`src/rtl/agc_prefix_sequencer.sv`:
```
`default_nettype none
// ============================================================================
// Module   : agc_prefix_sequencer
// Brief    : Absorbs EXTEND/INDEX prefixes between fetch and decode, fetches
//            INDEX operands and hands the effective word to the decoder.
// Revision : 1.0 - initial release
// ============================================================================
module agc_prefix_sequencer #(
    parameter int WORD_W      = 15,
    parameter int ADDR_W      = 12,
    parameter int MAX_CHAIN   = 4,
    parameter int ONES_COMP   = 1,
    parameter int EXTEND_CODE = 'o00006
) (
    input  logic              clock,
    input  logic              rst,
    input  logic              flush,
    input  logic              instr_valid,
    input  logic [WORD_W-1:0] instr,
    output logic              instr_ready,
    output logic              idx_req_valid,
    output logic [ADDR_W-1:0] idx_req_addr,
    input  logic              idx_rsp_valid,
    input  logic [WORD_W-1:0] idx_rsp_data,
    output logic              dec_valid,
    input  logic              dec_ready,
    output logic [WORD_W-1:0] dec_word,
    output logic              dec_ext,
    output logic              int_inhibit,
    output logic              illegal
);

    localparam int c_CNT_W = $clog2(MAX_CHAIN + 1);

    typedef enum logic [0:0] {
        ST_IDLE     = 1'b0,
        ST_WAIT_IDX = 1'b1
    } state_t;

    state_t              r_state;
    state_t              w_state_nxt;

    logic                r_ext;
    logic [WORD_W-1:0]   r_idx_acc;
    logic [c_CNT_W-1:0]  r_chain_cnt;
    logic                r_dec_valid;
    logic [WORD_W-1:0]   r_dec_word;
    logic                r_dec_ext;
    logic                r_idx_req_valid;
    logic [ADDR_W-1:0]   r_idx_req_addr;
    logic                r_illegal;

    logic                w_ext_nxt;
    logic [WORD_W-1:0]   w_idx_acc_nxt;
    logic [c_CNT_W-1:0]  w_chain_cnt_nxt;
    logic                w_dec_valid_nxt;
    logic [WORD_W-1:0]   w_dec_word_nxt;
    logic                w_dec_ext_nxt;
    logic                w_idx_req_valid_nxt;
    logic [ADDR_W-1:0]   w_idx_req_addr_nxt;
    logic                w_illegal_nxt;

    logic [WORD_W-1:0]   w_eff;
    logic                w_accept;
    logic                w_is_extend;
    logic                w_is_index;
    logic                w_chain_full;

    // Effective word: accumulated index added to the fetched word.
    generate
        if (ONES_COMP != 0) begin : g_ones_comp
            logic [WORD_W:0] w_sum;
            assign w_sum = {1'b0, r_idx_acc} + {1'b0, instr};
            // End-around carry cannot overflow again: max low part is 2^W-2.
            assign w_eff = w_sum[WORD_W-1:0] + {{(WORD_W-1){1'b0}}, w_sum[WORD_W]};
        end else begin : g_binary
            assign w_eff = r_idx_acc + instr;
        end
    endgenerate

    assign instr_ready  = (r_state == ST_IDLE) && (!r_dec_valid || dec_ready) && !flush;
    assign w_accept     = instr_valid && instr_ready;
    assign w_is_extend  = (w_eff == WORD_W'(EXTEND_CODE));
    assign w_is_index   = (w_eff[WORD_W-1 -: 3] == 3'o5) &&
                          (r_ext || (w_eff[ADDR_W-1 -: 2] == 2'b00));
    assign w_chain_full = (r_chain_cnt == c_CNT_W'(MAX_CHAIN));

    always_comb begin
        w_state_nxt         = r_state;
        w_ext_nxt           = r_ext;
        w_idx_acc_nxt       = r_idx_acc;
        w_chain_cnt_nxt     = r_chain_cnt;
        w_dec_valid_nxt     = r_dec_valid && !dec_ready;
        w_dec_word_nxt      = r_dec_word;
        w_dec_ext_nxt       = r_dec_ext;
        w_idx_req_valid_nxt = r_idx_req_valid;
        w_idx_req_addr_nxt  = r_idx_req_addr;
        w_illegal_nxt       = 1'b0;

        if (flush) begin
            w_state_nxt         = ST_IDLE;
            w_ext_nxt           = 1'b0;
            w_idx_acc_nxt       = '0;
            w_chain_cnt_nxt     = '0;
            w_dec_valid_nxt     = 1'b0;
            w_idx_req_valid_nxt = 1'b0;
        end else begin
            case (r_state)
                ST_IDLE: begin
                    if (w_accept) begin
                        if (w_is_extend) begin
                            w_ext_nxt = 1'b1;
                            if (!r_ext) begin
                                w_idx_acc_nxt = '0;
                            end
                        end else if (w_is_index) begin
                            if (!w_chain_full) begin
                                w_chain_cnt_nxt     = r_chain_cnt + c_CNT_W'(1);
                                w_idx_req_addr_nxt  = w_eff[ADDR_W-1:0];
                                w_idx_req_valid_nxt = 1'b1;
                                w_state_nxt         = ST_WAIT_IDX;
                            end else begin
                                w_illegal_nxt   = 1'b1;
                                w_ext_nxt       = 1'b0;
                                w_idx_acc_nxt   = '0;
                                w_chain_cnt_nxt = '0;
                            end
                        end else begin
                            w_dec_word_nxt  = w_eff;
                            w_dec_ext_nxt   = r_ext;
                            w_dec_valid_nxt = 1'b1;
                            w_ext_nxt       = 1'b0;
                            w_idx_acc_nxt   = '0;
                            w_chain_cnt_nxt = '0;
                        end
                    end
                end
                ST_WAIT_IDX: begin
                    // Response replaces the accumulator; prior index is already in the address.
                    if (idx_rsp_valid) begin
                        w_idx_acc_nxt       = idx_rsp_data;
                        w_idx_req_valid_nxt = 1'b0;
                        w_state_nxt         = ST_IDLE;
                    end
                end
                default: begin
                    w_state_nxt = ST_IDLE;
                end
            endcase
        end
    end

    always_ff @(posedge clock) begin
        if (rst) begin
            r_state <= ST_IDLE;
        end else begin
            r_state <= w_state_nxt;
        end
    end

    always_ff @(posedge clock) begin
        if (rst) begin
            r_ext           <= 1'b0;
            r_idx_acc       <= '0;
            r_chain_cnt     <= '0;
            r_dec_valid     <= 1'b0;
            r_dec_word      <= '0;
            r_dec_ext       <= 1'b0;
            r_idx_req_valid <= 1'b0;
            r_idx_req_addr  <= '0;
            r_illegal       <= 1'b0;
        end else begin
            r_ext           <= w_ext_nxt;
            r_idx_acc       <= w_idx_acc_nxt;
            r_chain_cnt     <= w_chain_cnt_nxt;
            r_dec_valid     <= w_dec_valid_nxt;
            r_dec_word      <= w_dec_word_nxt;
            r_dec_ext       <= w_dec_ext_nxt;
            r_idx_req_valid <= w_idx_req_valid_nxt;
            r_idx_req_addr  <= w_idx_req_addr_nxt;
            r_illegal       <= w_illegal_nxt;
        end
    end

    assign idx_req_valid = r_idx_req_valid;
    assign idx_req_addr  = r_idx_req_addr;
    assign dec_valid     = r_dec_valid;
    assign dec_word      = r_dec_word;
    assign dec_ext       = r_dec_ext;
    assign illegal       = r_illegal;
    assign int_inhibit   = r_ext || (r_chain_cnt != '0) || (r_state == ST_WAIT_IDX);

endmodule
`default_nettype wire

```
`config.mk`:
```
export PLATFORM = sky130hd
export DESIGN_NAME = agc_prefix_sequencer
export DESIGN_NICKNAME = d
export VERILOG_FILES = /design/src/rtl/agc_prefix_sequencer.sv
export SDC_FILE = /design/constraint.sdc
export NUM_CORES = 1
export LEC_CHECK = 0
export CAP_MARGIN = 20
export CORE_MARGIN = 4
export CORE_UTILIZATION = 35
export DETAILED_ROUTE_END_ITERATION = 10
export GPL_ROUTABILITY_DRIVEN = 1
export GPL_TIMING_DRIVEN = 0
export HOLD_SLACK_MARGIN = 0.06
export PLACE_DENSITY_LB_ADDON = 0.15
export SYNTH_ARGS = -nofsm -noshare
export SYNTH_HDL_FRONTEND = slang
export SYNTH_SLANG_ARGS = --single-unit
```
`constraint.sdc`:
```
create_clock -name clock -period 13.7 [get_ports clock]
set_input_delay 2.74 -clock clock [delete_from_list [all_inputs] [get_ports clock]]
set_output_delay 2.74 -clock clock [all_outputs]
set_load 0.005 [all_outputs]
```
==> flow_summary.toml <==
[sta]
finalCriticalPeriod_ns = 7.40
drv_slew = 0
rsz0062_at_grt = "no"
setup_tns_ns = 0
finalHoldViolCount = 0
fin_crit_sh_pct = 54.0
fmax_mhz = 135
clock_skew_ns = 0.00768
max_slew.worst_pin.slew_ns = 0.725
setup_viol = 0
slew_headroom_pct = 51.3
holdWs_ns = 0.461

[power]
power.total_uw = 318
p_comb_share_pct = 18.3
cellLeakagePower_uw = 0.00174
peakVddDrop_mv = 0.0418
p_clk_share_pct = 33.7
switching_share_pct = 26.6
power_frac_seq_pct = 48.0
power.internal_uw = 234
p_per_area_nw_per_um2 = 72.0
power_switching_uw = 84.7

[logic_synthesis]
yosysWarningCount = 0
syn_area_um2 = 3470
synth_cell_type_count = 77
syn_area_per_cell_um2 = 9.22
synth_edf_count = 0
postSynth.asyncResetShare_pct = 0
synth_cells = 376
ys_ff_latch = 51
syn_nets = 432
ys_seq_area_share_pct = 29.4
synth-main-ff-cell = "dfxtp_1"

[drt]
wl_mm = 8.79
vias = 3059
drtIter0Drc = 72
viasPerCell = 5.24
drc = 0
routedWlPerCell_um = 15.1
drt_first_pass_iters = 4
detail-route-antenna-nets = 0

[global_route]
antenna_found_initial = 0
grt_pass1_vias = 2844
grt_pass1_wl_mm = 14.4
overflow = 0
grt_max_degree = 16
grt_usage_pct = 15.3

[critical_path]
crit_type = "input port to register"
regToRegStartpoint = "r_idx_acc[6]"
reg2reg_setup_slack_ns = 8.84
worstRegToRegCells = 20
worstSetupStartpoint = "instr[6]"
crit_fanout = 10
r2r_end = "dec_word[14]"
crit_required_ns = 13.91
endpoint = "dec_word[14]"
critical_path.startpoint_type = "input port"
critPathCaptureType = "register"
critPathArrivalTime_ns = 7.61

[clock_tree]
postCtsResizedCells = 0
root_buffer = "clkbuf_8"
cts_buffer_depth = 2
path_clk_slew_ns = 0.10
post_cts.repair.setup_buffers = 0
htree_levels = 2
ctsHoldBuffers = 0
numClockSinks = 51
cts_tree = "yes"
cts_made_buffers = 5
clk_latency_ns = 0.31

[floorplan]
die_w_um = 108
core_um2 = 9730
rows = 36
start_util_pct = 35.6
die_h_um = 108
io_pins = 69
dieArea_um2 = 11600

[run_status]
outcome = "finished clean"

[placement]
gp_congestion = 0.838
dp_cells = 577
hpwl_mm = 7.03
io_buffers = 68

[cells_and_area]
num_antenna_cells = 0
area_growth_pct = 27.5
layoutNonFillerInstCount = 584
final_util_pct = 45.4
drive_gt1_share_pct = 13.3
nets = 507

[min_path]
hold_class = "register to register"

[job]
maxCapViolCount = 0
==> layout make-up <==
class	instances	area, um^2
buffer	21	120
clock buffer	5	68.8
clock inverter	2	37.5
fill	989	5310
inverter	9	33.8
multi-input combinational	295	2290
sequential	51	1020
tap	133	166
timing repair buffer	68	681
==> routing by layer <==
layer  part of all wire [%]  track usage, %  vias to the layer above
li1                       -               -                     1557
met4                    1.5            3.70                        0
met1                     48            20.7                     1414
met5                      0               0                        -
met2                     46            25.2                       78
met3                    4.7            2.52                       10
==> power groups by stage <==
stage / logic (uW) / registers, uW / clock network (uW)
after detailed placement: 58.2 / 157 / 0
after CTS: 58.5 / 153 / 112
final: 58.2 / 153 / 107
after global routing: 63.6 / 154 / 119
after floorplan: 32.8 / 157 / 0
after global placement: 57.7 / 156 / 0
==> logic make-up (layout without fill, tap and decap cells) <==
group	Yosys count	count (layout)	share of synthesized area, %
simple gates	128	128	21.7
compound gates	108	108	25.5
mux	18	18	5.77
fa+ha+maj	20	20	7.43
xor+xnor	21	21	5.74
flops	51	51	29.4
buf+inv	30	105	4.44
==> per-stage QoR <==
stage | instance area [um^2] | setup slack, ns
after global placement | 4320 | 6.07
after CTS | 4420 | 6.32
after detailed placement | 4320 | 6.00
final | 4420 | 6.30
after floorplan | 3470 | 6.95
after global routing | 4420 | 5.91
==> cell usage in the layout, fill, tap and decap left out, types with 3 or more instances in the layout <==
cell and instances:
o21ai_1 5, o21ai_0 9, nor2b_1 4, buf_6 4, ha_1 19, nand4_1 4, nand3_1 12, a21o_1 8
nand2_1 20, o211ai_1 4, and3_1 7, xor2_1 6, inv_1 9, and2_1 4, a211oi_1 5, nor3_1 10
clkdlybuf4s50_1 68, a21oi_1 26, dfxtp_1 51, nand2b_1 4, a211o_1 3, a32o_1 15, xnor2_1 13, buf_2 9
nor2_1 31, clkbuf_1 8, mux2i_1 14, nor3_2 7, clkbuf_8 5, o21a_1 4, nor3b_1 3
==> Yosys cell counts (8+ instances only) <==
cell type  instances  share of area [%]
nand2_1           20                2.2
xnor2_1           13                3.3
nor2_1            31                3.4
ha_1              19                6.9
mux2i_1           14                4.0
nor3_1            10                1.4
a21oi_1           26                3.8
a32o_1            15                4.3
buf_2              9                1.3
inv_1              9               0.97
a21o_1             8                1.7
clkbuf_1           8               0.87
nand3_1           12                1.7
o21ai_0            9                1.3
dfxtp_1           51                 29
==> registers in the layout, summed over array words and instances, names as in the netlist <==
signal / count
r_ext: 1
dec_word: 15
dec_valid: 1
dec_ext: 1
idx_req_addr: 12
r_idx_acc: 15
r_state: 1
illegal: 1
idx_req_valid: 1
r_chain_cnt: 3
==> worst min path at each step <==
stage	from	endpoint	slack, ns	cells after the start
2_1_floorplan	idx_req_addr[8]	idx_req_addr[8]	0.45	2
4_1_cts	idx_req_addr[8]	idx_req_addr[8]	0.46	2
3_5_place_dp	idx_req_addr[8]	idx_req_addr[8]	0.45	2
6_report	idx_req_addr[8]	idx_req_addr[8]	0.46	2
3_3_place_gp	idx_req_valid	idx_req_valid	0.45	2
5_1_grt	idx_req_addr[8]	idx_req_addr[8]	0.51	2
==> worst max-delay path, cell delays in order <==
cell and delay, ns:
clkdlybuf4s50_1 0.41, ha_1 0.29, buf_2 0.19, a21oi_1 0.31, o221ai_1 0.23, a21oi_1 0.35
a21oi_1 0.16, a21o_1 0.20, a21o_1 0.19, ha_1 0.21, ha_1 0.22, o211ai_1 0.10
and4b_1 0.21, buf_2 0.16, nor3b_1 0.16, and4_4 0.22, a221oi_2 0.34, a21oi_4 0.12
a21o_1 0.24, nor2_2 0.24, mux2_4 0.32
(Power assumes the default switching activity.)
